## src/rtl/sipo_deserializer.sv

```systemverilog
// Serial-in / parallel-out deserializer with start-of-frame alignment and a
// pvalid/pack handshake. Define SIPO_PARITY_EN to add a trailing even-parity bit and perr.
module sipo_deserializer #(
    parameter int WIDTH     = 4,
    parameter int MSB_FIRST = 1
) (
    input  logic             clk,
    input  logic             rst,
    input  logic             sin,
    input  logic             sin_en,
    input  logic             start,
    input  logic             pack,
    output logic [WIDTH-1:0] pout,
    output logic             pvalid,
    output logic             busy,
    output logic             overrun
`ifdef SIPO_PARITY_EN
    ,
    output logic             perr
`endif
);

    localparam int CW = $clog2(WIDTH + 1);
    localparam logic [CW-1:0] ONE     = CW'(1);
    localparam logic [CW-1:0] LAST_M1 = CW'(WIDTH - 1);

    typedef enum logic [1:0] {
        IDLE = 2'd0,
        RECV = 2'd1
`ifdef SIPO_PARITY_EN
        ,
        PAR  = 2'd2
`endif
    } state_t;

    state_t           state_q, state_d;
    logic [CW-1:0]    cnt_q, cnt_d;
    logic [WIDTH-1:0] shreg_q, shreg_d;
    logic [WIDTH-1:0] shifted;
    logic [WIDTH-1:0] word;
    logic             xfer;
    logic             parity_bad;

    // The first bit of a frame drifts to pout[WIDTH-1] or pout[0] as later bits arrive.
    generate
        if (MSB_FIRST != 0) begin : g_msb
            assign shifted = {shreg_q[WIDTH-2:0], sin};
        end else begin : g_lsb
            assign shifted = {sin, shreg_q[WIDTH-1:1]};
        end
    endgenerate

    // NOTE: every signal driven here gets a default first, so no path can infer a latch.
    always_comb begin
        state_d    = state_q;
        cnt_d      = cnt_q;
        shreg_d    = shreg_q;
        word       = shreg_q;
        xfer       = 1'b0;
        parity_bad = 1'b0;
        case (state_q)
            IDLE: begin
                if (sin_en && start) begin
                    shreg_d = shifted;
                    cnt_d   = ONE;
                    state_d = RECV;
                end
            end
            RECV: begin
                if (sin_en) begin
                    shreg_d = shifted;
                    if (start) begin
                        cnt_d = ONE;
                    end else if (cnt_q == LAST_M1) begin
`ifdef SIPO_PARITY_EN
                        cnt_d   = cnt_q + ONE;
                        state_d = PAR;
`else
                        xfer    = 1'b1;
                        word    = shifted;
                        cnt_d   = '0;
                        state_d = IDLE;
`endif
                    end else begin
                        cnt_d = cnt_q + ONE;
                    end
                end
            end
`ifdef SIPO_PARITY_EN
            PAR: begin
                if (sin_en) begin
                    if (start) begin
                        shreg_d = shifted;
                        cnt_d   = ONE;
                        state_d = RECV;
                    end else begin
                        xfer       = 1'b1;
                        parity_bad = ^{shreg_q, sin};
                        cnt_d      = '0;
                        state_d    = IDLE;
                    end
                end
            end
`endif
            default: begin
                state_d = IDLE;
                cnt_d   = '0;
            end
        endcase
    end

    // NOTE: sequential state uses non-blocking assignments so every register samples pre-edge values.
    always_ff @(posedge clk) begin
        if (rst) begin
            state_q <= IDLE;
            cnt_q   <= '0;
            shreg_q <= '0;
            pout    <= '0;
            pvalid  <= 1'b0;
            overrun <= 1'b0;
`ifdef SIPO_PARITY_EN
            perr    <= 1'b0;
`endif
        end else begin
            state_q <= state_d;
            cnt_q   <= cnt_d;
            shreg_q <= shreg_d;
            if (xfer) begin
                pout   <= word;
                pvalid <= 1'b1;
                // A same-edge pack consumes the old word, so only an unacked overwrite counts.
                if (pvalid && !pack) overrun <= 1'b1;
`ifdef SIPO_PARITY_EN
                perr   <= parity_bad;
`endif
            end else if (pack) begin
                pvalid <= 1'b0;
            end
        end
    end

    assign busy = (state_q != IDLE);

`ifndef SIPO_PARITY_EN
    logic unused_parity;
    assign unused_parity = parity_bad;
`endif

endmodule

```

## config.mk

```make
export PLATFORM = sky130hd
export DESIGN_NAME = sipo_deserializer
export DESIGN_NICKNAME = d
export VERILOG_FILES = /design/src/rtl/sipo_deserializer.sv
export SDC_FILE = /design/constraint.sdc
export NUM_CORES = 1
export LEC_CHECK = 0
export ABC_CLOCK_PERIOD_IN_PS = 1050
export CORE_MARGIN = 10
export CORE_UTILIZATION = 41
export DETAILED_ROUTE_END_ITERATION = 16
export PLACE_DENSITY = 0.73
export SYNTH_ARGS = -nofsm -noshare
export SYNTH_HDL_FRONTEND = slang
export SYNTH_SLANG_ARGS = --single-unit
```

## constraint.sdc

```tcl
create_clock -name clk -period 1.05 [get_ports clk]
set_input_delay 0.2625 -clock clk [delete_from_list [all_inputs] [get_ports clk]]
set_output_delay 0.2625 -clock clk [all_outputs]
set_load 0.01 [all_outputs]
```

After elaboration in Yosys (flattened, before gate mapping):

Cells that the tools add are included.

* output and inout port bits: 7
* word-level logic and storage cells: 47
* register bits: 15

* mux-type cells: 23
* add/sub/neg operators: 1
* reductions and logical operators: 11
* eq/ne operators: 6

Operators with widths (number)
* two-way mux 4 bit: 6
* two-way mux 3 bit: 4
* two-way mux 2 bit: 4
* inequality test 2 bit (second input constant): 4
* case mux 4 bit (2 select lines): 1
* two-way mux 1 bit: 6
* case mux 3 bit (2 select lines): 1
* nonzero test 2 bit: 3
* case mux 2 bit (2 select lines): 1
* AND reduction 2 bit: 2
* AND reduction 4 bit: 1
* adder 3 x 1 -> 3 bit (second input constant): 1
* == test 3 x 2 -> 1 bit (second input constant): 1
* AND reduction 3 bit: 1
* == test 2 x 1 -> 1 bit (second input constant): 1
* logical AND 1 bit: 2
* logical NOT 2 bit: 1
* logical NOT 1 bit: 1

Longest topological paths before layout:

Gate-level depths: netlist (run 1).

* word-level depth: 6
* gate-level depth with buffers: 4
* depth with buffers taken out: 4

Worst setup path before layout (run 1):

Ideal clock, no wire load.

* kind: reg-to-reg
* start: register cnt_q[0]
* end: register pout[0]
* path buffers: 0
* stages on the path, launching flop included: 5
* setup time: 0.072 ns
* arrival time: 1.059 ns
* path slack: -0.081 ns
* clock period less this slack: 1.131 ns
* path through: dfxtp_1 -> ha_1 -> nand2b_2 -> nor3_4 -> mux2i_1

* cells in the longest elaborated chain, start to end: 5

Ends and longest elaborated chain
* from (decl): line 37 `logic [CW-1:0] cnt_q, cnt_d;`
* from (signal assigned): line 126 `cnt_q <= cnt_d;`
* == test 3 x 2 -> 1 bit (*): line 74 `end else if (cnt_q == LAST_M1) begin`
* two-way mux 4 bit or two-way mux 1 bit (tied branches): line 74
* two-way mux 4 bit or two-way mux 1 bit (tied branches): line 72 `if (start) begin`
* two-way mux 4 bit or two-way mux 1 bit (tied branches): line 70 `if (sin_en) begin`
* two-way mux 4 bit or two-way mux 1 bit (tied branches): line 61 `case (state_q)`
* to (signal assigned): line 129 `pout <= word;`
* to (decl): line 13 `output logic [WIDTH-1:0] pout,`

Every way passes the cells marked *; elsewhere a longest branch is shown, timed or not.
A chain may end at the register's enable or synchronous reset.

Final worst setup path (run 1):

* start: register cnt_q[0]
* end: register pout[2]

The elaborated chain is that of the path after synthesis.

==> impl_metrics.toml, run 1 <==
[synthesis]
netlist.top_cell.by_area = "dfxtp_1"
synth-compound-area-share = 0.105
syn_inst = 57
syn_area_um2 = 561
synth_xor_area_frac = 0
synth-seq-cells = 13
yosysMostFrequentCell = "dfxtp_1"
synth_edf_count = 0
synthMuxAreaShare = 0.125
yosys_warnings = 0
syn_nets = 64
ys_top_cells_by_count = "dfxtp_1 (13), nand2b_1 (11), mux2i_1 (7)"
yosys.area_share.adder = 0.0223
syn_avg_cell_area_um2 = 9.83
synth_seq_area_share = 0.464
yosys.area_share.simple = 0.257
async_reset_ff_frac = 0
synth_cell_types = 19
synth_ff_type = "dfxtp_1"
synth_top_area_share = 0.464
synth_top_family_by_area = "simple AND/OR/NAND/NOR gates"
synthTopCellsByArea = "dfxtp_1 (46%), mux2i_1 (13%), nand2b_1 (12%), nor2_1 (3.3%), nor3_4 (2.9%)"

[route]
drt-vias-per-instance = 4.90
drt_iter0_drc = 6
ant_nets = 0
wl_um = 1240
wl_per_cell_um = 12.7
num_vias = 475
drcViolationCount = 0
first_pass_iters = 4

[global_routing]
antenna_found_initial = 0
grt_first_pass_wirelength_um = 1920
grt_pass1_vias = 452
track_usage = 0.0707
grt_max_degree = 20
gr-total-overflow = 0

[pwr]
powerDensity_mw_per_mm2 = 1120
ir_worst_vdd_uv = 733
clkPwrFrac = 0.324
comb_power_share = 0.138
pwr-share-seq = 0.538
p_int_uw = 725
power.share.switching = 0.238
p_sw_uw = 227
p_leak_nw = 0.366

[layout]
drive_gt1_frac = 0.427
fin_nets = 90
syn_to_final_growth_pct = 51.3
nFillCells = 113
utilization = 0.652
n_antenna_cell = 0

[clock_tree]
cts_buffer_depth = 2
cts-buffers-inserted = 3
clockRootBuffer = "clkbuf_4"
clock_latency_ns = 0.27
cts.sinks = 13
cts_hold_buf = 0
tritoncts = "built"
h-tree-depth = 1
clk_pin_slew_ns = 0.08

[timing]
setup_viol = 8
maxSlewViolCount = 0
period_share = 1.05
layout_setup_ws_ns = -0.0577
hold_viol = 0
rsz0062_at_grt = "yes"
tightestPinTransition_ns = 0.293
fmax_ghz = 0.903
skew_ns = 0.00161
slew_headroom = 0.804
fin_crit_ns = 1.11

[die]
num_io_pins = 13
num_rows = 13
die_h_um = 57.0
core_mm2 = 0.00130
start_util = 0.431
dieArea_mm2 = 0.00325
die_x_um = 57.0

[worst_setup_path]
crit_required_ns = 1.25
critical_path_arrival_ns = 1.31
critical_path_class = "flop to flop"
crit_path_end_kind = "flop"
critPathLaunchType = "flop"
worst-path-max-fanout = 4

[status]
violations = "negative setup slack"
status = "finished with violations"

[min_path]
hold_path_class = "flop to flop"

[place]
io_buffers = 12
dpl_worst_slack_ns = -0.422
place_congestion = 0.766

[run]
maxCapViolations = 0
per-stage QoR:
step                hold slack [ns]  total power [mW]  TNS [ns]  area (um^2)  cells
floorplan                     0.403             0.572    -0.112          581     57
global placement              0.446             0.634     -4.99          785     90
detailed placement            0.460             0.636     -5.24          785     90
CTS                           0.475             0.959    -0.354          821     95
global route                  0.505             0.999    -0.795          848     97
finish                        0.467             0.952    -0.337          848     97
sequential cells by signal (all words and copies together), names as in the netlist:
name	count
pout	4
cnt_q	3
overrun	1
state_q	1
shreg_q	3
pvalid	1
path summary, 6_finish.rpt:
path | from | endpoint | slack, ns | cells past startpoint
max | cnt_q[0] | pout[2] | -0.06 | 4
min reg2reg | overrun | overrun | 0.47 | 2
max reg2reg | cnt_q[0] | pout[2] | -0.06 | 4
min | overrun | overrun | 0.47 | 2
final cells by class:
type	count	area (um^2)	area share
Clock buffer	4	26.3	0.0310
Inverter	2	7.51	0.00885
Multi-Input combinational cell	40	338	0.398
Sequential cell	13	267	0.314
Tap cell	15	18.8	0.0221
Timing Repair Buffer	23	191	0.226
power groups by stage:
stage / Combinational [mW] / Sequential (mW) / Clock, mW
detailed placement: 0.113 / 0.523 / 0
global placement: 0.111 / 0.523 / 0
floorplan: 0.0455 / 0.526 / 0
finish: 0.132 / 0.512 / 0.308
CTS: 0.121 / 0.512 / 0.325
global route: 0.143 / 0.513 / 0.343
repair_timing:
action,4_1_cts,5_1_grt
resized for setup,39,3
buffers inserted,1,2
pin swaps,3,3
setup endpoints to repair,20,12
worst max-delay path: stages, from the launching register on:
cell and delay [ns]:
dfxtp_2 0.36, ha_4 0.16, nand2b_4 0.07, nor3_4 0.24
mux2i_1 0.22
placed cells by master, fill, tap and decap left out, drive strengths merged, types with 2 or more instances in the layout:
cell type	count
a21oi	3
buf	17
clkbuf	4
clkdlybuf4s50	3
dfxtp	13
dlygate4sd2	2
inv	2
mux2i	7
nand2	2
nand2b	12
nor2	5
o21ai	2
o31ai	2
metal layers:
layer  vias to the layer above  part of all wire  wire (um)  global-route usage
met5                         -                 0          0                   0
li1                        245                 -          -                   -
met4                         0            0.0049          6              0.0302
met3                         2             0.042         52              0.0310
met2                         6              0.47        587               0.112
met1                       222              0.48        589              0.0808
logic make-up (layout without fill, tap and decap cells):
family | count (synthesis) | count (layout)
AOI/OAI and AO/OA | 9 | 9
adders and majority gates | 1 | 1
buffers and inverters | 4 | 29
DFF | 13 | 13
muxes | 7 | 7
and+or+nand+nor | 23 | 23
No activity file was read; power rests on OpenSTA's default activity.
==> run 2: changes to the inputs <==
Settings changed: CORE_ASPECT_RATIO set to 1.25, CORE_UTILIZATION 41 to 25, PLACE_DENSITY 0.73 to 0.5.
==> impl_metrics.toml, run 2 (synthesis results as in run 1) <==
[layout]
reg.largest.list = "pout x4, cnt_q x3, shreg_q x3"
largest_register = "pout"
final_cell_mix = "nand2b_1 (10), dfxtp_1 (8), mux2i_1 (7), buf_2 (7), buf_4 (7)"
fin_nets = 90
fin_cells = 113
nFillCells = 224
n_antenna_cell = 0
final_common_cell = "nand2b_1"
syn_to_final_growth_pct = 56.5
largest_register_ffs = 4
drive_gt1_frac = 0.439

[pwr]
ir_worst_vdd_uv = 395
p_leak_nw = 0.364
powerDensity_mw_per_mm2 = 1080
power_uw = 944

[clock_tree]
tritoncts = "built"
clock_latency_ns = 0.27
cts.sinks = 13
clockRootBuffer = "clkbuf_4"
clk_pin_slew_ns = 0.08
h-tree-depth = 1
cts_buffer_depth = 2
cts_hold_buf = 0
cts-buffers-inserted = 3

[timing]
hold_viol = 0
setup_viol = 7
layout_setup_ws_ns = -0.0486
fin_crit_ns = 1.10
rsz0062_at_grt = "yes"
skew_ns = 0.00104
period_share = 1.05
final.setup.tns_ns = -0.256
fmax_ghz = 0.910
maxSlewViolCount = 0
slew_headroom = 0.790
tightestPinTransition_ns = 0.314

[worst_setup_path]
path_cells = "ha_4 -> nand2b_4 -> buf_6 -> nand2b_4 -> o31ai_4"
crit_required_ns = 1.24
critPathLaunchType = "flop"
slowest_delay_ns = 0.37
cpMostUsedCell = "nand2b_4"
worstSetupStartpoint = "cnt_q[0]"
critical_path_arrival_ns = 1.29
crit_slowest_cell = "dfxtp_4"
r2r-start = "cnt_q[0]"
reg2regPathDepth = 5
crit_path_end_kind = "flop"
rr_endpoint = "overrun"
critical_path_class = "flop to flop"
r2r_setup_slack_ns = -0.05
worst-path-max-fanout = 3

[place]
io_buffers = 12
hpwl_um = 887
dpl.cell_count = 107
place_congestion = 0.761
dpl_worst_slack_ns = -0.445

[route]
drt-vias-per-instance = 4.13
wl_um = 1300
drcViolationCount = 0
wl_per_cell_um = 11.5
num_vias = 467
drt_iter0_drc = 3
first_pass_iters = 4
ant_nets = 0

[global_routing]
track_usage = 0.0577
grt_first_pass_wirelength_um = 2070
gr-total-overflow = 0
grt_max_degree = 20
antenna_found_initial = 0
grt_pass1_vias = 456

[min_path]
min_to = "pout[1]"
hp-start = "pout[1]"
hold_path_class = "flop to flop"
hold_depth = 2

[die]
dieArea_mm2 = 0.00455
num_rows = 19
die_x_um = 62.4
start_util = 0.259
core_mm2 = 0.00216
die_h_um = 72.9
num_io_pins = 13

[run]
maxCapViolations = 0

[status]
violations = "negative setup slack"
status = "finished with violations"
==> run 2: routing by layer <==
layer | share of wire | vias up | track usage
met5 | 0 | - | 0
met4 | 0.018 | 0 | 0.0522
met3 | 0.012 | 2 | 0.00922
met2 | 0.46 | 11 | 0.0845
met1 | 0.51 | 209 | 0.0711
li1 | - | 245 | -
==> run 2: area by class of cell <==
cell class	instances	area (um^2)	area share
multi-input cells	40	347	0.395
flip-flops and latches	13	269	0.307
repair buffers	23	189	0.215
well taps	31	38.8	0.0442
clock buffers	4	26.3	0.0300
inverters	2	7.51	0.00856
==> run 2: power breakdown <==
group | switching, mW | total (mW) | internal [mW] | leakage (nW)
Sequential | 0.00946 | 0.513 | 0.504 | 0.108
Clock | 0.163 | 0.310 | 0.147 | 0.0150
Combinational | 0.0527 | 0.121 | 0.0684 | 0.241
Total | 0.226 | 0.944 | 0.719 | 0.364
==> run 2: worst max-delay path by stage <==
stage                 endpoint  slack [ns]  cells past startpoint
finish                 overrun       -0.05                      5
global route           pout[2]       -0.13                      5
CTS                    pout[2]       -0.07                      5
detailed placement  shreg_q[2]       -0.44                      4
global placement    shreg_q[2]       -0.45                      4
floorplan              pout[0]       -0.03                      4
==> run 2: critical path: cells and delay by family (launching register included) <==
kind            cells  cell delay [ns]
compound gates      1             0.16
fa+ha+maj           1             0.15
buf+inv             1             0.12
flops               1             0.37
simple gates        2             0.21
==> run 2: what timing repair did <==
action,4_1_cts,5_1_grt
resized for setup,41,5
setup buffers,0,2
pin swaps,3,2
setup endpoints to repair,19,13
==> run 2: per-stage QoR <==
stage,hold slack (ns),instance area (um^2),utilization
global placement,0.448,812,0.375
floorplan,0.403,581,-
global route,0.496,877,0.405
detailed placement,0.446,812,0.375
finish,0.473,877,0.405
CTS,0.463,836,0.386
==> run 3: changes to the inputs <==
Settings changed: CORE_MARGIN 10 to not set, CORE_UTILIZATION 25 to 32, PLACE_DENSITY 0.5 to 0.6.
==> impl_metrics.toml, run 3 (synthesis results as in run 1) <==
[status]
status = "finished with violations"
violations = "negative setup slack"

[global_routing]
grt_max_degree = 13
antenna_found_initial = 0
grt_first_pass_wirelength_um = 1900
grt_pass1_vias = 436
use_met2 = 0.189
grt_util_met1 = 0.200
gr-total-overflow = 0
top_usage_layer = "met1"
grtUsageMet3 = 0.0411
track_usage = 0.140

[die]
die_x_um = 39.4
die_h_um = 48.8
dieArea_mm2 = 0.00192
num_rows = 16
core_mm2 = 0.00160
start_util = 0.350
num_io_pins = 13

[clock_tree]
clk_pin_slew_ns = 0.08
h-tree-depth = 1
tritoncts = "built"
cts-buffers-inserted = 3
cts.sinks = 13
clock_latency_ns = 0.26
cts_buffer_depth = 2
clockRootBuffer = "clkbuf_4"

[worst_setup_path]
r2r_setup_slack_ns = -0.09
critPathLaunchType = "flop"
r2r-start = "state_q[0]"
worstSetupStartpoint = "state_q[0]"
crit_required_ns = 1.21
reg2regPathDepth = 5
rr_endpoint = "cnt_q[1]"
critical_path_class = "flop to flop"
worst-path-max-fanout = 3
critical_path_arrival_ns = 1.30
crit_path_end_kind = "flop"

[run]
maxCapViolations = 0

[min_path]
hp-start = "pout[1]"
hold_path_class = "flop to flop"
min_to = "pout[1]"
hold_depth = 2

[layout]
syn_to_final_growth_pct = 52.5
final_cell_mix = "nand2b_1 (10), buf_4 (9), dfxtp_2 (8), mux2i_1 (7), buf_2 (6)"
fin_nets = 90
final_common_cell = "nand2b_1"
largest_register = "pout"
drive_gt1_frac = 0.476
n_antenna_cell = 0
reg.largest.list = "pout x4, cnt_q x3, shreg_q x3"
largest_register_ffs = 4
post-route-cell-area_um2 = 855

[timing]
setup_viol = 13
fmax_ghz = 0.878
skew_ns = 0.000597
period_share = 1.08
slew_headroom = 0.796
hold_viol = 0
maxSlewViolCount = 0
tightestPinTransition_ns = 0.304
fin_crit_ns = 1.14
layout_setup_ws_ns = -0.0886
rsz0062_at_grt = "yes"

[pwr]
p_leak_nw = 0.367
p_int_uw = 726
p_sw_uw = 216
clkPwrFrac = 0.316
ir_worst_vdd_uv = 445
comb_power_share = 0.140
pwr-share-seq = 0.544
powerDensity_mw_per_mm2 = 1100
power.share.switching = 0.230

[place]
dpl-instance-area_um2 = 791
io_buffers = 12
hpwl_um = 773
dpl_worst_slack_ns = -0.411
place_congestion = 0.660

[route]
first_pass_iters = 4
wl_per_cell_um = 11.5
drt-vias-per-instance = 4.82
num_vias = 482
drt_iter0_drc = 8
wl_um = 1150
drcViolationCount = 0
ant_nets = 0
## run 3: power by group through the flow
stage	clock (mW)	combinational, mW	sequential, mW
finish	0.298	0.132	0.512
global route	0.346	0.143	0.514
CTS	0.312	0.129	0.513
detailed placement	0	0.113	0.524
global placement	0	0.112	0.523
floorplan	0	0.0455	0.526
## run 3: how the worst max path moves through the flow
stage | slack, ns | endpoint | cells past startpoint
CTS | -0.09 | pout[0] | 4
global placement | -0.39 | shreg_q[1] | 4
finish | -0.09 | cnt_q[1] | 5
floorplan | -0.03 | pout[0] | 4
global route | -0.16 | pout[2] | 4
detailed placement | -0.41 | cnt_q[1] | 4
## run 3: cell type report
cell class                      instances  area, um^2
Inverter                                2        7.51
Clock buffer                            4        26.3
Tap cell                               18        22.5
Sequential cell                        13         270
Multi-Input combinational cell         40         340
Fill cell                             158         747
Timing Repair Buffer                   23         188
## run 3: critical path, stage by stage (launching register included)
cell and delay, ns:
dfxtp_2 0.33, buf_6 0.12, buf_12 0.12, and3b_2 0.23
a32oi_1 0.18, nor2_1 0.06
## run 3: timing repair
action	4_1_cts	5_1_grt
hold buffers	0	0
gates resized for setup	39	5
setup buffers	1	0
endpoints found under the setup margin	18	15
pin swaps	4	2
## run 3: routing by layer
| metal | routed length, um | share of wire |
|---|---|---|
| met4 | 14 | 0.012 |
| met5 | 0 | 0 |
| met3 | 51 | 0.044 |
| met1 | 538 | 0.47 |
| met2 | 542 | 0.47 |
## run 3: through the flow
step	utilization	std cells	TNS (ns)	power [mW]	hold slack [ns]
4_1_cts	0.528	100	-0.804	0.954	0.459
3_3_place_gp	0.494	95	-4.84	0.635	0.447
2_1_floorplan	-	57	-0.112	0.572	0.403
5_1_grt	0.534	100	-1.56	1.00	0.485
3_5_place_dp	0.494	95	-5.05	0.637	0.455
6_report	0.534	100	-0.665	0.942	0.467
